--- config.mk ---
export PLATFORM = sky130hd
export DESIGN_NAME = handshake_req_tx
export DESIGN_NICKNAME = d
export VERILOG_FILES = /design/src/rtl/handshake_req_tx.sv
export SDC_FILE = /design/constraint.sdc
export NUM_CORES = 1
export LEC_CHECK = 0
export BUFFER_PORTS_ARGS = -buffer_cell sky130_fd_sc_hd__clkbuf_2
export CAP_MARGIN = 25
export CELL_PAD_IN_SITES_DETAIL_PLACEMENT = 1
export CELL_PAD_IN_SITES_GLOBAL_PLACEMENT = 2
export CORE_ASPECT_RATIO = 0.9
export CORE_MARGIN = 5
export CORE_UTILIZATION = 30
export CTS_CLUSTER_SIZE = 20
export DETAILED_ROUTE_END_ITERATION = 8
export GPL_TIMING_DRIVEN = 1
export PLACE_DENSITY_LB_ADDON = 0.1
export SLEW_MARGIN = 20
export SYNTH_ARGS = -nofsm -noshare
export SYNTH_HDL_FRONTEND = slang
export SYNTH_SLANG_ARGS = --single-unit
--- constraint.sdc ---
create_clock -name sys_clk -period 3.12 [get_ports sys_clk]
set_input_delay 0.156 -clock sys_clk [delete_from_list [all_inputs] [get_ports sys_clk]]
set_output_delay 0.156 -clock sys_clk [all_outputs]
set_load 0.005 [all_outputs]
--- src/rtl/handshake_req_tx.sv ---
// handshake_req_tx
// Source side of a four-phase req/ack handshake that carries single-cycle
// events into another clock domain. Incoming pulses are queued in a
// saturating counter and served one at a time; each one is a full
// req-up / ack-up / req-down / ack-down cycle.
//
// Parameters:
//   SYNC_STAGES : flops in the ack_async synchronizer (>= 2)
//   CNT_W       : width of the pending-event counter
// Ports:
//   sys_clk     : clock, rising edge
//   sys_rst     : asynchronous active-high reset
//   pulse_in    : one-cycle event request
//   ack_async   : acknowledge level from the destination domain
//   clr_ovf     : synchronous clear of ovf_sticky
//   req         : registered request level to the destination
//   busy        : handshake in progress or events pending
//   done_pulse  : one-cycle pulse when a four-phase cycle completes
//   pending     : queued events not yet started
//   ovf_pulse   : one-cycle pulse when an event is dropped
//   ovf_sticky  : latched overflow flag
module handshake_req_tx #(
  parameter int unsigned SYNC_STAGES = 2,
  parameter int unsigned CNT_W       = 4
) (
  input  logic             sys_clk,
  input  logic             sys_rst,
  input  logic             pulse_in,
  input  logic             ack_async,
  input  logic             clr_ovf,
  output logic             req,
  output logic             busy,
  output logic             done_pulse,
  output logic [CNT_W-1:0] pending,
  output logic             ovf_pulse,
  output logic             ovf_sticky
);

  typedef enum logic [1:0] {
    IDLE = 2'd0,
    REQ  = 2'd1,
    REL  = 2'd2
  } state_t;

  state_t                 state, state_d;
  logic [SYNC_STAGES-1:0] ack_sync;
  logic                   ack_s;
  logic                   req_d, done_d, ovf_d, sticky_d;
  logic [CNT_W-1:0]       pending_d;
  logic                   enqueue;

  assign ack_s = ack_sync[SYNC_STAGES-1];

  always_ff @(posedge sys_clk or posedge sys_rst) begin
    if (sys_rst) begin
      ack_sync <= '0;
    end else begin
      ack_sync <= {ack_sync[SYNC_STAGES-2:0], ack_async};
    end
  end

  always_ff @(posedge sys_clk or posedge sys_rst) begin
    if (sys_rst) begin
      state      <= IDLE;
      req        <= 1'b0;
      done_pulse <= 1'b0;
      pending    <= '0;
      ovf_pulse  <= 1'b0;
      ovf_sticky <= 1'b0;
    end else begin
      state      <= state_d;
      req        <= req_d;
      done_pulse <= done_d;
      pending    <= pending_d;
      ovf_pulse  <= ovf_d;
      ovf_sticky <= sticky_d;
    end
  end

  always_comb begin
    state_d   = state;
    req_d     = req;
    done_d    = 1'b0;
    ovf_d     = 1'b0;
    pending_d = pending;
    enqueue   = 1'b0;
    // Clear first so a same-cycle overflow below wins.
    sticky_d  = ovf_sticky & ~clr_ovf;

    case (state)
      IDLE: begin
        // ack_s high here means the destination has not released yet;
        // hold off and queue instead of starting a new request.
        if (!ack_s && (pulse_in || (pending != '0))) begin
          state_d = REQ;
          req_d   = 1'b1;
          if (pending != '0) begin
            pending_d = pending - CNT_W'(1) + CNT_W'(pulse_in);
          end
        end else begin
          enqueue = pulse_in;
        end
      end
      REQ: begin
        enqueue = pulse_in;
        if (ack_s) begin
          state_d = REL;
          req_d   = 1'b0;
        end
      end
      REL: begin
        enqueue = pulse_in;
        if (!ack_s) begin
          state_d = IDLE;
          done_d  = 1'b1;
        end
      end
      default: begin
        state_d = IDLE;
        req_d   = 1'b0;
      end
    endcase

    if (enqueue) begin
      if (pending == '1) begin
        ovf_d    = 1'b1;
        sticky_d = 1'b1;
      end else begin
        pending_d = pending + CNT_W'(1);
      end
    end
  end

  always_comb begin
    busy = (state != IDLE) || (pending != '0);
  end

endmodule

==> results.sh <==
export IMPL_wl_per_cell_um=13.3
export IMPL_cp_end_kind="flop"
export IMPL_cts_tree="yes"
export IMPL_post_cts_resized=0
export IMPL_switching_share=0.417
export IMPL_place_area_um2=867
export IMPL_power_switching_uw=356
export IMPL_avgViaCountPerCell=4.84
export IMPL_setup_viol=0
export IMPL_max_cap_viol_count=0
export IMPL_sequentialPowerShare=0.326
export IMPL_track_usage=0.101
export IMPL_yosysSeqAreaShare=0.389
export IMPL_clockPowerShare=0.148
export IMPL_vias=586
export IMPL_avgSynthCellArea_um2=10.3
export IMPL_clock_sinks=12
export IMPL_cp_max_fo=7
export IMPL_drive_above_1_share=0.247
export IMPL_cts_setup_buffers=0
export IMPL_cts_htree_levels=1
export IMPL_coreArea_um2=2470
export IMPL_drv_slew=0
export IMPL_drt_iter0_markers=14
export IMPL_internal_power_uw=498
export IMPL_r2r_start="state[1]"
export IMPL_synth_seq_cells=12
export IMPL_die_w_um=63.5
export IMPL_cts_buffers=3
export IMPL_fin_nets=109
export IMPL_arrival_ns=2.01
export IMPL_yosys_area_top_type="dfrtp_1"
export IMPL_grt_pass1_vias=634
export IMPL_tightest_slew_ns=0.474
export IMPL_fin_skew_ns=0.00346
export IMPL_power_density_nw_per_um2=924
export IMPL_combPwrFrac=0.526
export IMPL_wl_met1_um=774
export IMPL_dr_wl_met2_um=705
export IMPL_finalWirelength_um=1610
export IMPL_hold_class="in2reg"
export IMPL_yosys_top_cells_area="dfrtp_1 39%, ha_1 16%, inv_1 3.9%"
export IMPL_synth_warnings=0
export IMPL_power_static_leakage_nw=0.463
export IMPL_cp_start_kind="flop"
export IMPL_grt_pass1_wl_um=2870
export IMPL_hold_viol_final=0
export IMPL_top_layer="met4"
export IMPL_num_fill_cells=285
export IMPL_status="complete, no violations"
export IMPL_vdd_drop_max_uv=365
export IMPL_r2r_end="pending[3]"
export IMPL_finalCriticalPeriod_ns=1.81
export IMPL_first_pass_iters=2
export IMPL_syn_num_nets=90
export IMPL_post_route_drc_count=0
export IMPL_portBuffers=13
export IMPL_postSynthCellCount=75
export IMPL_synth_distinct_cells=27
export IMPL_start_util=0.313
export IMPL_syn_area_um2=772
export IMPL_grt_max_degree=13
export IMPL_cts_path_max_buffers=2
export IMPL_cts_root_buf="clkbuf_4"
export IMPL_fmax_mhz=553
export IMPL_relSlewSlack=0.684
export IMPL_routabilityCongestion=0.697
export IMPL_post_route_util=0.374
export IMPL_postLayoutCellArea_um2=923
export IMPL_cp_endpoint="pending[3]"
export IMPL_place_hpwl_um=1290
export IMPL_multi_input_area_um2=437
export IMPL_tns_ns=0
export IMPL_crit_type="reg2reg"
export IMPL_syn_to_final_growth_pct=19.6
export IMPL_cp_startpoint="state[1]"
export IMPL_diodes=0
export IMPL_fin_crit_sh=0.579
export IMPL_reg2reg_depth=6
export IMPL_antenna_found_initial=0
export IMPL_route_met3_wl_um=107
export IMPL_grt_ovfl_total=0
export IMPL_r2r_setup_slack_ns=1.31
export IMPL_yosysTopAreaCellShare=0.389
export IMPL_power_uw=853
export IMPL_ant_nets=0
export IMPL_cts_reportedPaths_clkPinSlew_ns=0.08
export IMPL_ios=14
export IMPL_dieArea_um2=3690
export IMPL_die_h_um=58.1
export IMPL_rsz0062_at_grt="no"
export IMPL_regArea_um2=300
export IMPL_cp_required_ns=3.32
export IMPL_rows=17
export IMPL_clock_latency_ns=0.28
export IMPL_holdWs_ns=0.0516
-- state kept, by name (all words and copies together), names as in the netlist --
signal,flops
pending,4
ack_sync,2
state,2
done_pulse,1
ovf_pulse,1
ovf_sticky,1
req,1
-- per-stage QoR --
stage                     std cells  setup slack (ns)
after floorplan                  75              1.45
after global placement          115              1.26
after detailed placement        115              1.31
after CTS                       121              1.29
after global routing            121              1.16
final                           121              1.31
-- critical path: stages, from the launching register on --
cell	delay, ns
dfrtp_1	0.41
inv_1	0.13
ha_1	0.33
and2b_1	0.20
nand3_1	0.11
or3b_1	0.37
a22oi_2	0.16
-- metal layers --
| layer | GRT usage | vias up |
|---|---|---|
| met4 | 0.0356 | 0 |
| met2 | 0.155 | 13 |
| met1 | 0.122 | 273 |
| met3 | 0.0523 | 4 |
| met5 | 0 | - |
| li1 | - | 296 |
-- layout make-up --
cell class                      count  share of cell area
Timing Repair Buffer               15              0.0921
Sequential cell                    12               0.325
Tap cell                           28              0.0379
Inverter                            8              0.0325
Clock buffer                        4              0.0393
Multi-Input combinational cell     54               0.473
-- power groups by stage --
| stage | clock network [mW] | logic (mW) | registers, mW |
|---|---|---|---|
| 3_3_place_gp | 0 | 0.455 | 0.281 |
| 6_report | 0.126 | 0.449 | 0.278 |
| 5_1_grt | 0.145 | 0.512 | 0.292 |
| 2_1_floorplan | 0 | 0.348 | 0.264 |
| 3_5_place_dp | 0 | 0.455 | 0.282 |
| 4_1_cts | 0.133 | 0.459 | 0.279 |
-- kinds of logic (layout without fill, tap and decap cells) --
kind of cell	after synthesis	in the layout	share of synthesized area
AND/OR/NAND/NOR	25	25	0.191
buffers and inverters	9	27	0.0454
flip-flops	12	12	0.389
adder cells (fa/ha/maj)	10	10	0.162
multiplexers	5	5	0.0697
AO/OA/AOI/OAI	14	14	0.143
-- synthesized netlist by cell type --
cell	n
or3b_1	1
dfrtp_1	12
nand2b_1	3
o31ai_1	1
mux2_1	2
inv_1	8
nor3b_2	2
nor3_1	4
o21ai_1	1
a211o_1	3
buf_2	1
nand2_1	4
mux2i_1	2
nand3_1	3
nor2b_1	1
o22ai_1	2
a21o_1	1
a21oi_1	1
a22oi_1	1
o21ai_0	2
and2b_1	2
nor2_1	4
ha_1	10
a21oi_4	1
or2_4	1
a22oi_2	1
mux2_2	1
-- layout by cell type (no fill, tap or decap), types with 3 or more instances in the layout --
master / n
inv_1: 8
a211o_1: 3
dfrtp_1: 12
nand3_1: 3
nor3_1: 4
nand2b_1: 3
nor2_1: 4
clkbuf_2: 13
nand2_1: 4
ha_1: 10
clkbuf_4: 3
-- how the worst min path moves through the flow --
stage	endpoint	from	cells after the start	slack, ns
2_1_floorplan	ack_sync[0]	sys_rst	1	0.02
3_3_place_gp	ovf_pulse	sys_rst	2	0.18
3_5_place_dp	ack_sync[1]	sys_rst	2	0.19
4_1_cts	ovf_sticky	clr_ovf	2	0.05
5_1_grt	ovf_sticky	clr_ovf	2	0.04
6_report	ovf_sticky	clr_ovf	2	0.05
-- what timing repair did --
item | CTS | global route
endpoints found under the setup margin | 0 | 0
hold buffers | 2 | 0
hold endpoints to repair | 13 | 0
Power figures use the tool's default switching activity.
